$ cat src/rtl/router_pkg.sv
`default_nettype none
// ============================================================================
// Package  : router_pkg
// Brief    : Packet type codes, transmitter source selects and scheduler
//            state encoding shared by the router control logic.
// Revision : 1.0 - initial release
// ============================================================================
package router_pkg;

    localparam logic [2:0] c_PKT_ACK  = 3'b000;
    localparam logic [2:0] c_PKT_NACK = 3'b011;

    localparam logic [2:0] c_TX_ACK   = 3'd0;
    localparam logic [2:0] c_TX_TOKEN = 3'd3;
    localparam logic [2:0] c_TX_NEW   = 3'd4;

    typedef logic [2:0] sched_state_t;

    localparam sched_state_t c_ST_IDLE         = 3'd0;
    localparam sched_state_t c_ST_WAIT_TX      = 3'd1;
    localparam sched_state_t c_ST_LAUNCH       = 3'd2;
    localparam sched_state_t c_ST_WAIT_RESP    = 3'd3;
    localparam sched_state_t c_ST_TOKEN_WAIT   = 3'd4;
    localparam sched_state_t c_ST_TOKEN_LAUNCH = 3'd5;

    // Transmitter source implied by each scheduler state.
    function automatic logic [2:0] tx_select_for(input sched_state_t st);
        logic [2:0] sel;
        case (st)
            c_ST_WAIT_TX,
            c_ST_LAUNCH,
            c_ST_WAIT_RESP:    sel = c_TX_NEW;
            c_ST_TOKEN_WAIT,
            c_ST_TOKEN_LAUNCH: sel = c_TX_TOKEN;
            default:           sel = c_TX_ACK;
        endcase
        return sel;
    endfunction

endpackage
`default_nettype wire

$ cat src/rtl/tx_retry_sched_if.sv
`default_nettype none
// ============================================================================
// Interface : tx_retry_sched_if
// Brief     : Control, transmitter and receiver handshake bundle of the
//             retry scheduler.
// Revision  : 1.0 - initial release
// ============================================================================
interface tx_retry_sched_if;

    logic       start_req;
    logic       tx_ready;
    logic       rx_has_data;
    logic [2:0] data_type;

    logic       tx_start;
    logic [2:0] tx_data_select;
    logic       busy;
    logic       done;
    logic       fail;
    logic       token_release;
    logic [2:0] retry_count;

    modport master (
        output start_req, tx_ready, rx_has_data, data_type,
        input  tx_start, tx_data_select, busy, done, fail, token_release, retry_count
    );

    modport slave (
        input  start_req, tx_ready, rx_has_data, data_type,
        output tx_start, tx_data_select, busy, done, fail, token_release, retry_count
    );

endinterface
`default_nettype wire

$ cat src/rtl/resp_timer.sv
`default_nettype none
// ============================================================================
// Module   : resp_timer
// Brief    : 8-bit load/decrement response timer that stops at zero.
// Revision : 1.0 - initial release
// ============================================================================
module resp_timer #(
    parameter logic [7:0] LOAD_VALUE = 8'd200
) (
    input  wire logic Clk_R,
    input  wire logic Rst,
    input  wire logic i_load,
    input  wire logic i_enable,
    output logic      o_zero
);

    logic [7:0] r_count;

    always_ff @(posedge Clk_R or posedge Rst) begin
        if (Rst) begin
            r_count <= 8'd0;
        end else if (i_load) begin
            r_count <= LOAD_VALUE;
        end else if (i_enable && (r_count != 8'd0)) begin
            r_count <= r_count - 8'd1;
        end
    end

    assign o_zero = (r_count == 8'd0);

endmodule
`default_nettype wire

$ cat src/rtl/tx_retry_sched.sv
`default_nettype none
// ============================================================================
// Module   : tx_retry_sched
// Brief    : Launches the node packet, waits for ACK/NACK with timeout,
//            retransmits up to MAX_RETRY times, then releases the token.
// Revision : 1.0 - initial release
// ============================================================================
module tx_retry_sched
    import router_pkg::*;
#(
    parameter int         MAX_RETRY   = 3,
    parameter logic [7:0] ACK_TIMEOUT = 8'd200
) (
    input wire logic         Clk_R,
    input wire logic         Rst,
    tx_retry_sched_if.slave  bus
);

    localparam logic [2:0] c_MAX_RETRY = 3'(MAX_RETRY);

    sched_state_t r_state;
    sched_state_t w_state_next;

    logic [2:0] r_retry_count;
    logic       r_done;
    logic       r_fail;

    logic w_retry_clr;
    logic w_retry_inc;
    logic w_done_set;
    logic w_fail_set;
    logic w_can_retry;
    logic w_is_ack;
    logic w_is_nack;
    logic w_timer_zero;
    logic w_timer_load;
    logic w_timer_en;

    logic       w_tx_start;
    logic       w_token_release;
    logic       w_busy;
    logic [2:0] w_tx_sel;

    assign w_is_ack     = bus.rx_has_data && (bus.data_type == c_PKT_ACK);
    assign w_is_nack    = bus.rx_has_data && (bus.data_type == c_PKT_NACK);
    assign w_timer_load = (r_state == c_ST_LAUNCH);
    assign w_timer_en   = (r_state == c_ST_WAIT_RESP);

    // With no retries allowed the compare would be constant-false.
    generate
        if (MAX_RETRY == 0) begin : g_no_retry
            assign w_can_retry = 1'b0;
        end else begin : g_retry_cmp
            assign w_can_retry = (r_retry_count < c_MAX_RETRY);
        end
    endgenerate

    resp_timer #(
        .LOAD_VALUE (ACK_TIMEOUT)
    ) u_resp_timer (
        .Clk_R    (Clk_R),
        .Rst      (Rst),
        .i_load   (w_timer_load),
        .i_enable (w_timer_en),
        .o_zero   (w_timer_zero)
    );

    always_ff @(posedge Clk_R or posedge Rst) begin
        if (Rst) begin
            r_state <= c_ST_IDLE;
        end else begin
            r_state <= w_state_next;
        end
    end

    always_comb begin
        w_state_next = r_state;
        w_retry_clr  = 1'b0;
        w_retry_inc  = 1'b0;
        w_done_set   = 1'b0;
        w_fail_set   = 1'b0;
        case (r_state)
            c_ST_IDLE: begin
                if (bus.start_req) begin
                    w_state_next = c_ST_WAIT_TX;
                    w_retry_clr  = 1'b1;
                end
            end
            c_ST_WAIT_TX: begin
                if (bus.tx_ready) begin
                    w_state_next = c_ST_LAUNCH;
                end
            end
            c_ST_LAUNCH: begin
                w_state_next = c_ST_WAIT_RESP;
            end
            c_ST_WAIT_RESP: begin
                // ACK wins over a coincident timeout.
                if (w_is_ack) begin
                    w_state_next = c_ST_TOKEN_WAIT;
                    w_done_set   = 1'b1;
                end else if (w_is_nack || w_timer_zero) begin
                    if (w_can_retry) begin
                        w_state_next = c_ST_WAIT_TX;
                        w_retry_inc  = 1'b1;
                    end else begin
                        w_state_next = c_ST_TOKEN_WAIT;
                        w_fail_set   = 1'b1;
                    end
                end
            end
            c_ST_TOKEN_WAIT: begin
                if (bus.tx_ready) begin
                    w_state_next = c_ST_TOKEN_LAUNCH;
                end
            end
            c_ST_TOKEN_LAUNCH: begin
                w_state_next = c_ST_IDLE;
            end
            default: begin
                w_state_next = c_ST_IDLE;
            end
        endcase
    end

    always_ff @(posedge Clk_R or posedge Rst) begin
        if (Rst) begin
            r_retry_count <= 3'd0;
            r_done        <= 1'b0;
            r_fail        <= 1'b0;
        end else begin
            r_done <= w_done_set;
            r_fail <= w_fail_set;
            if (w_retry_clr) begin
                r_retry_count <= 3'd0;
            end else if (w_retry_inc) begin
                r_retry_count <= r_retry_count + 3'd1;
            end
        end
    end

    always_comb begin
        w_tx_start      = 1'b0;
        w_token_release = 1'b0;
        w_busy          = (r_state != c_ST_IDLE);
        w_tx_sel        = tx_select_for(r_state);
        case (r_state)
            c_ST_LAUNCH: begin
                w_tx_start = 1'b1;
            end
            c_ST_TOKEN_LAUNCH: begin
                w_tx_start      = 1'b1;
                w_token_release = 1'b1;
            end
            default: begin
                w_tx_start = 1'b0;
            end
        endcase
    end

    assign bus.tx_start       = w_tx_start;
    assign bus.token_release  = w_token_release;
    assign bus.busy           = w_busy;
    assign bus.tx_data_select = w_tx_sel;
    assign bus.done           = r_done;
    assign bus.fail           = r_fail;
    assign bus.retry_count    = r_retry_count;

endmodule
`default_nettype wire

$ cat src/flat_wrapper.sv
// flat-port wrapper written by rule: the top's interface ports become plain ports
module tx_retry_sched_flat import router_pkg::*;
#(
    parameter int         MAX_RETRY   = 3,
    parameter logic [7:0] ACK_TIMEOUT = 8'd200
)
  (Clk_R, Rst, bus_start_req, bus_tx_ready, bus_rx_has_data, bus_data_type, bus_tx_start, bus_tx_data_select, bus_busy, bus_done, bus_fail, bus_token_release, bus_retry_count);
  tx_retry_sched_if bus_i ();
  input wire logic Clk_R;
  input wire logic Rst;
  input wire logic [$bits(bus_i.start_req)-1:0] bus_start_req;
  input wire logic [$bits(bus_i.tx_ready)-1:0] bus_tx_ready;
  input wire logic [$bits(bus_i.rx_has_data)-1:0] bus_rx_has_data;
  input wire logic [$bits(bus_i.data_type)-1:0] bus_data_type;
  output wire logic [$bits(bus_i.tx_start)-1:0] bus_tx_start;
  output wire logic [$bits(bus_i.tx_data_select)-1:0] bus_tx_data_select;
  output wire logic [$bits(bus_i.busy)-1:0] bus_busy;
  output wire logic [$bits(bus_i.done)-1:0] bus_done;
  output wire logic [$bits(bus_i.fail)-1:0] bus_fail;
  output wire logic [$bits(bus_i.token_release)-1:0] bus_token_release;
  output wire logic [$bits(bus_i.retry_count)-1:0] bus_retry_count;
  assign bus_i.start_req = bus_start_req;
  assign bus_i.tx_ready = bus_tx_ready;
  assign bus_i.rx_has_data = bus_rx_has_data;
  assign bus_i.data_type = bus_data_type;
  assign bus_tx_start = bus_i.tx_start;
  assign bus_tx_data_select = bus_i.tx_data_select;
  assign bus_busy = bus_i.busy;
  assign bus_done = bus_i.done;
  assign bus_fail = bus_i.fail;
  assign bus_token_release = bus_i.token_release;
  assign bus_retry_count = bus_i.retry_count;
  tx_retry_sched #(.MAX_RETRY(MAX_RETRY), .ACK_TIMEOUT(ACK_TIMEOUT)) u_core (.Clk_R(Clk_R), .Rst(Rst), .bus(bus_i));
endmodule
$ cat config.mk
export PLATFORM = sky130hd
export DESIGN_NAME = tx_retry_sched_flat
export DESIGN_NICKNAME = d
export VERILOG_FILES = /design/src/rtl/router_pkg.sv /design/src/rtl/tx_retry_sched_if.sv /design/src/rtl/resp_timer.sv /design/src/rtl/tx_retry_sched.sv /design/src/flat_wrapper.sv
export SDC_FILE = /design/constraint.sdc
export NUM_CORES = 1
export LEC_CHECK = 0
export ABC_AREA = 1
export ABC_CLOCK_PERIOD_IN_PS = 3900
export BUFFER_PORTS_ARGS = -buffer_cell sky130_fd_sc_hd__buf_4
export CORE_MARGIN = 8
export CORE_UTILIZATION = 54
export DETAILED_ROUTE_END_ITERATION = 8
export PLACE_DENSITY = 0.86
export SYNTH_ARGS = -nofsm -noshare
export SYNTH_HDL_FRONTEND = slang
export SYNTH_SLANG_ARGS = --single-unit
$ cat constraint.sdc
create_clock -name Clk_R -period 3.9 [get_ports Clk_R]
set_input_delay 0.78 -clock Clk_R [delete_from_list [all_inputs] [get_ports Clk_R]]
set_output_delay 0.78 -clock Clk_R [all_outputs]
set_load 0.02 [all_outputs]
==> qor.yml, run 1 <==
dieHeight_um: 60.4
overflow: 0
fmax_mhz: 425
hold_path_depth: 2
path_clk_slew_ns: 0.10
grt_max_degree: 17
wl_met2_mm: 1.27
setup_tns_ns: 0
cp-start-kind: "flop"
cts_buffers: 3
place_area_mm2: 0.00123
num_rows: 16
sequentialPowerShare_pct: 28.5
sw_frac_of_total_pct: 50.3
finalSetupViolCount: 0
die_w_um: 60.4
fin_crit_ns: 2.35
ys_warn_count: 0
drc: 0
yosysTopAreaCell: "dfrtp_1"
gp_congestion: 0.877
cts.sink_count: 16
hold_buffers: 0
syn_area_per_cell_um2: 7.84
cts-root-buf: "clkbuf_4"
maxUsedRoutingLayer: "met4"
clk_path_buf_depth: 2
combPwrFrac_pct: 60.2
status: "complete, no violations"
slew-limit-headroom_pct: 57.6
cts_resized: 0
layout.nets: 169
fin_crit_sh_pct: 60.3
hold_viol_final: 0
n_antenna_cell: 0
cp_data_arrival_time_ns: 1.57
dpl.hpwl_mm: 1.80
drt-total-wl_mm: 2.32
path_max_fanout: 8
dr_wl_met3_um: 86
met1_length_um: 909
dr.pass1.iters: 4
p_per_area_mw_per_mm2: 797
drt_iter0_drc: 37
syn_inst: 136
min_to: "u_core.bus.retry_count[2]$_DFFE_PP0P_"
final_area_mm2: 0.00126
wl_per_cell_um: 12.6
coreArea_mm2: 0.00190
cts_setup_buffers: 0
r2r_setup_slack_ns: 2.44
min_from: "u_core.bus.retry_count[2]$_DFFE_PP0P_"
cts_tree: "yes"
antenna_left: 0
synth_area_mm2: 0.00107
ys_ff_latch: 16
synth_top_area_share_pct: 37.6
dieArea_mm2: 0.00365
grt_setup_unrepaired: "false"
io_pins: 19
max_cap_violations: 0
nFillCells: 163
worstMarginPinSlew_ns: 0.635
synth_area_leaders: "dfrtp_1 (38%), nand2_1 (10%), nor2_1 (5.3%)"
via_per_inst: 5.24
antenna_found_initial: 0
reg2reg_to: "u_core.r_state[0]$_DFFE_PP0P_"
switchingPower_w: 0.000506
htreeDepth: 1
hp-class: "reg -> reg"
cp.required_ns: 3.12
leakagePower_nw: 0.635
slew_viol_final: 0
grt_pass1_vias: 965
drive_above_1_share_pct: 31.2
area_delta_synth_final_pct: 18.5
worstSkewPairLatency_ns: 0.30
intPower_w: 0.000501
start_util_pct: 56.1
rr_startpoint: "u_core.u_resp_timer.r_count[0]$_DFFE_PP0P_"
cp-end-kind: "output pin"
crit_type: "reg -> out"
dr_total_vias: 964
ys_seq_area_share_pct: 37.6
fin_skew_ns: 0.00300
grt_pass1_wl_mm: 3.98
clkPwrFrac_pct: 11.4
port_buffers: 18
vdd_ir_drop_max_mv: 0.518
synth_nets: 147
grt_use_total_pct: 14.3
worstRegToRegCells: 9
synth.distinct_cells: 28
placed cells by master, fill, tap and decap left out, types with 2 or more instances in the layout:
| master | netlist | final |
|---|---|---|
| nor2_1 | 15 | 15 |
| inv_2 | 4 | 4 |
| clkbuf_4 | 0 | 3 |
| nand2_1 | 29 | 29 |
| a21oi_1 | 6 | 6 |
| o21ai_0 | 2 | 2 |
| nor2_4 | 4 | 4 |
| nand4_1 | 4 | 4 |
| o21ai_1 | 6 | 6 |
| nand2_2 | 5 | 5 |
| o21ai_2 | 2 | 2 |
| buf_4 | 1 | 18 |
| nand3_4 | 2 | 2 |
| nand3_1 | 8 | 8 |
| nor2_2 | 4 | 4 |
| inv_1 | 14 | 14 |
| dfrtp_1 | 16 | 16 |
| ha_1 | 3 | 3 |
cell usage after synthesis:
cell type  number
inv_1          14
o21ai_2         2
nand2_8         1
inv_2           4
o21ai_0         2
nor2_4          4
a21oi_1         6
o21ai_1         6
nor2_1         15
xor2_1          1
nand2_2         5
nor2_2          4
nand3_1         8
nand3_2         1
ha_1            3
inv_4           1
dfrtp_1        16
xnor2_1         1
buf_4           1
clkinv_2        1
nand3_4         2
a21oi_2         1
o31ai_2         1
nand2_1        29
nor3_1          1
nor3b_1         1
nand4_1         4
o22ai_1         1
registers in the layout, indices dropped and copies added (netlist names):
| register | flops |
|---|---|
| u_core.bus.retry_count | 3 |
| u_core.r_state | 3 |
| u_core.bus.fail | 1 |
| u_core.u_resp_timer.r_count | 8 |
| u_core.bus.done | 1 |
layout make-up:
| class | instances | area (um^2) | area share [%] |
|---|---|---|---|
| Multi-Input combinational cell | 99 | 579 | 45.8 |
| Inverter | 20 | 78.8 | 6.24 |
| Sequential cell | 16 | 400 | 31.7 |
| Timing Repair Buffer | 18 | 135 | 10.7 |
| Tap cell | 27 | 33.8 | 2.67 |
| Clock buffer | 4 | 36.3 | 2.87 |
worst max path at each step:
| stage | from | to | slack (ns) |
|---|---|---|---|
| after detailed placement | u_core.r_state[2]$_DFFE_PP0P_ | bus_tx_start | 1.87 |
| after CTS | u_core.r_state[2]$_DFFE_PP0P_ | bus_tx_start | 1.55 |
| after global placement | u_core.r_state[2]$_DFFE_PP0P_ | bus_tx_start | 1.92 |
| after global routing | u_core.r_state[2]$_DFFE_PP0P_ | bus_tx_start | 1.44 |
| final | u_core.r_state[2]$_DFFE_PP0P_ | bus_tx_start | 1.55 |
| after floorplan | u_core.r_state[0]$_DFFE_PP0P_ | bus_tx_data_select[1] | 1.82 |
layer usage:
metal,vias to the layer above,global-route usage (%)
met3,6,2.54
met1,454,14.9
met5,-,0
met2,26,25.6
li1,478,-
met4,0,9.63
kinds of logic (layout without fill, tap and decap cells):
kind of cell / after synthesis / in the layout / synth area share, %
xor+xnor: 2 / 2 / 1.64
fa+ha+maj: 3 / 3 / 3.52
buf+inv: 21 / 42 / 8.10
compound gates: 19 / 19 / 10.8
simple gates: 75 / 75 / 38.4
flops: 16 / 16 / 37.6
metrics by stage:
step | setup WS [ns] | total power, W | hold slack, ns | util [%] | cells
floorplan | 1.82 | 0.000758 | 0.533 | - | 136
global placement | 1.92 | 0.000871 | 0.487 | 64.5 | 180
detailed placement | 1.87 | 0.000894 | 0.507 | 64.5 | 180
CTS | 1.55 | 0.00101 | 0.531 | 66.4 | 184
global route | 1.44 | 0.00109 | 0.547 | 66.4 | 184
finish | 1.55 | 0.00101 | 0.527 | 66.4 | 184
critical path, stage by stage (launching register included):
cell,delay (ns)
dfrtp_1,0.42
inv_2,0.15
nand2_1,0.06
nor2_1,0.22
inv_2,0.16
o21ai_0,0.10
buf_4,0.16
power groups by stage:
stage,clock [W],sequential (W),combinational [W]
after floorplan,0,0.000283,0.000475
after global placement,0,0.000286,0.000585
after detailed placement,0,0.000290,0.000605
after CTS,0.000115,0.000286,0.000608
after global routing,0.000120,0.000295,0.000679
final,0.000114,0.000287,0.000606
(Power assumes the default switching activity.)
==> run 2, diff against run 1 <==
--- a/config.mk
+++ b/config.mk
@@ -5,13 +5,13 @@
 export SDC_FILE = /design/constraint.sdc
 export NUM_CORES = 1
 export LEC_CHECK = 0
-export ABC_AREA = 1
-export ABC_CLOCK_PERIOD_IN_PS = 3900
+export ABC_AREA = 0
+export ABC_CLOCK_PERIOD_IN_PS = 1900
 export BUFFER_PORTS_ARGS = -buffer_cell sky130_fd_sc_hd__buf_4
 export CORE_MARGIN = 8
-export CORE_UTILIZATION = 54
+export CORE_UTILIZATION = 48
 export DETAILED_ROUTE_END_ITERATION = 8
-export PLACE_DENSITY = 0.86
+export PLACE_DENSITY = 0.82
 export SYNTH_ARGS = -nofsm -noshare
 export SYNTH_HDL_FRONTEND = slang
 export SYNTH_SLANG_ARGS = --single-unit
==> constraint.sdc (replaced) <==
create_clock -name Clk_R -period 1.9 [get_ports Clk_R]
set_input_delay 0.38 -clock Clk_R [delete_from_list [all_inputs] [get_ports Clk_R]]
set_output_delay 0.38 -clock Clk_R [all_outputs]
set_load 0.02 [all_outputs]
==> run 2 against run 1 <==
  * Non-clock buffer count rose by 5
  * Critical path type unchanged
  * Global-route usage shrank 2.0 points
  * Sequential power increased by 120%
  * Flip-flop and latch count is the same
==> qor.yml, run 2 <==
num_rows: 16
die_w_um: 60.7
dieHeight_um: 60.7
synth_compound_area_share_pct: 13.4
yosysTopAreaCell: "dfrtp_1"
crit_slowest_cell: "or3_2"
cp.required_ns: 1.52
path_clk_slew_ns: 0.09
finalSetupViolCount: 0
final_cells: 144
drc: 0
path_max_fanout: 3
drive_above_1_share_pct: 36.8
cts.sink_count: 16
async_reset_ff_share_pct: 100
fin_skew_ns: 0.00462
cp_cell_sequence: "buf_4, or3_2, buf_4"
cts_buffers: 3
synth_common_cells: "dfrtp_1 (16), nand2_1 (12), a21oi_1 (6)"
hold_buffers: 0
synth_top_area_share_pct: 41.7
regMostFlops: "u_core.u_resp_timer.r_count"
setup_tns_ns: 0
yosysMostFrequentCell: "dfrtp_1"
synthSimpleGateAreaFrac_pct: 29.1
fin_crit_sh_pct: 98.2
slew-limit-headroom_pct: 57.9
dr_total_vias: 797
cp-end-kind: "output pin"
slowest_delay_ns: 0.46
drt-total-wl_mm: 2.17
overflow: 0
cp-start-kind: "flop"
vdd_ir_drop_max_mv: 1.03
largest_reg_flops: 8
io_pins: 19
dpl.hpwl_mm: 1.61
wl_per_cell_um: 15.1
worstMarginPinSlew_ns: 0.630
synth-xor-area-share_pct: 2.74
muxShareOfSynthArea_pct: 5.22
antenna_found_initial: 0
status: "complete, no violations"
syn_inst: 94
cts_tree: "yes"
crit_type: "reg -> out"
antenna_left: 0
start_util_pct: 49.9
grt_use_total_pct: 12.3
cp_data_arrival_time_ns: 1.48
regArea_um2: 403
port_buffers: 18
multiInputGateArea_um2: 543
synth_nets: 105
postLayoutCoreUtil_pct: 62.3
crit_top_cell: "buf_4"
via_per_inst: 5.53
synth_area_leaders: "dfrtp_1 (42%), mux2i_1 (5.2%), nand2_1 (4.7%)"
ys_seq_area_share_pct: 41.7
final_common_cell: "buf_4"
synth_top_family_by_area: "simple AND/OR/NAND/NOR gates"
dp_cells: 137
syn_area_per_cell_um2: 10.2
max_cap_violations: 0
dieArea_mm2: 0.00369
p_per_area_mw_per_mm2: 1330
synth_fa_ha_area_share_pct: 3.91
coreArea_mm2: 0.00192
nFillCells: 168
leakagePower_nw: 0.527
p_total_w: 0.00159
layout.nets: 130
ys.flop_type: "dfrtp_1"
grt_pass1_wl_mm: 3.48
cts-root-buf: "clkbuf_4"
gp_congestion: 0.822
synth_area_um2: 960
ys_ff_latch: 16
grt_max_degree: 17
drt_iter0_drc: 14
slew_viol_final: 0
synth.distinct_cells: 41
fin_crit_ns: 1.86
fmax_mhz: 536
hold_viol_final: 0
worstSkewPairLatency_ns: 0.28
area_delta_synth_final_pct: 24.8
synth_enable_flop_cells: 0
final_cell_mix: "buf_4 (22), dfrtp_1 (14), nand2_1 (12)"
grt_setup_unrepaired: "false"
hp-class: "in -> async"
dr.pass1.iters: 4
n_antenna_cell: 0
htreeDepth: 1
clk_path_buf_depth: 2
grt_pass1_vias: 767
ys_warn_count: 0
==> run 2: cell types whose count changed after synthesis, moves of 3 or more <==
cell      before  now
nand2_1       29   12
nand3b_1       0    3
o21ai_1        6    0
nor2_1        15    5
nand4_1        4    0
nand3_1        8    1
mux2i_1        0    5
inv_2          4    0
inv_1         14    5
nand2_2        5    0
nor2_4         4    0
nor2_2         4    0
==> run 2: critical path, delay by kind of cell (launching register included) <==
family                 cells  cell delay, ns
buffers and inverters      2            0.31
DFF                        1            0.43
and+or+nand+nor            1            0.46
==> run 2: power by group <==
part | internal, W | leakage (nW) | switching, W | total [W]
combinational | 0.000354 | 0.318 | 0.000434 | 0.000788
sequential | 0.000451 | 0.195 | 0.000180 | 0.000632
clock | 0.0000734 | 0.0138 | 0.0000977 | 0.000171
total | 0.000879 | 0.527 | 0.000712 | 0.00159
==> run 2: worst paths after layout <==
path	start	endpoint	slack, ns	depth (start not counted)
setup / recovery	u_core.r_state[2]$_DFFE_PP0P_	bus_busy	0.04	3
hold / removal	Rst	u_core.r_state[0]$_DFFE_PP0P_	0.18	2
setup reg to reg	u_core.u_resp_timer.r_count[0]$_DFFE_PP0P_	u_core.bus.retry_count[0]$_DFFE_PP0P_	0.14	6
hold reg to reg	u_core.u_resp_timer.r_count[0]$_DFFE_PP0P_	u_core.u_resp_timer.r_count[0]$_DFFE_PP0P_	0.54	1
max in group asynchronous	Rst	u_core.r_state[1]$_DFFE_PP0P_	1.28	2
min in group Clk_R	bus_data_type[2]	u_core.bus.done$_DFF_PP0_	0.44	3
==> run 2: what timing repair did <==
action / 4_1_cts / 5_1_grt
resized for setup: 2 / 7
endpoints found under the setup margin: 1 / 6
buffers inserted: 3 / 1
pin swaps: 0 / 1
==> run 2: routing by layer <==
layer,global-route usage (%),share of wire [%],vias to the layer above
li1,-,-,389
met5,0,0,-
met3,2.97,3.8,2
met2,21.4,52,18
met1,14.8,44,388
met4,2.99,0.55,0
==> run 2: cell families after synthesis <==
group | Yosys count
buffers and inverters | 8
AOI/OAI and AO/OA | 18
and+or+nand+nor | 41
adders and majority gates | 3
DFF | 16
muxes | 5
xor gates and xnor gates | 3
==> run 2: area by class of cell <==
class | instances | share of cell area, %
clock buffers | 3 | 1.88
inverters | 5 | 1.57
multi-input cells | 70 | 45.4
flip-flops and latches | 16 | 33.6
well taps | 27 | 2.82
repair buffers | 23 | 14.7
==> run 2: metrics by stage <==
stage / instance area [um^2] / hold slack, ns / worst slack (ns)
after floorplan: 960 / 0.294 / 0.162
after global placement: 1120 / 0.480 / 0.203
after detailed placement: 1120 / 0.499 / 0.0923
after CTS: 1160 / 0.194 / 0.0456
after global routing: 1200 / 0.234 / 0.000841
final: 1200 / 0.180 / 0.0351
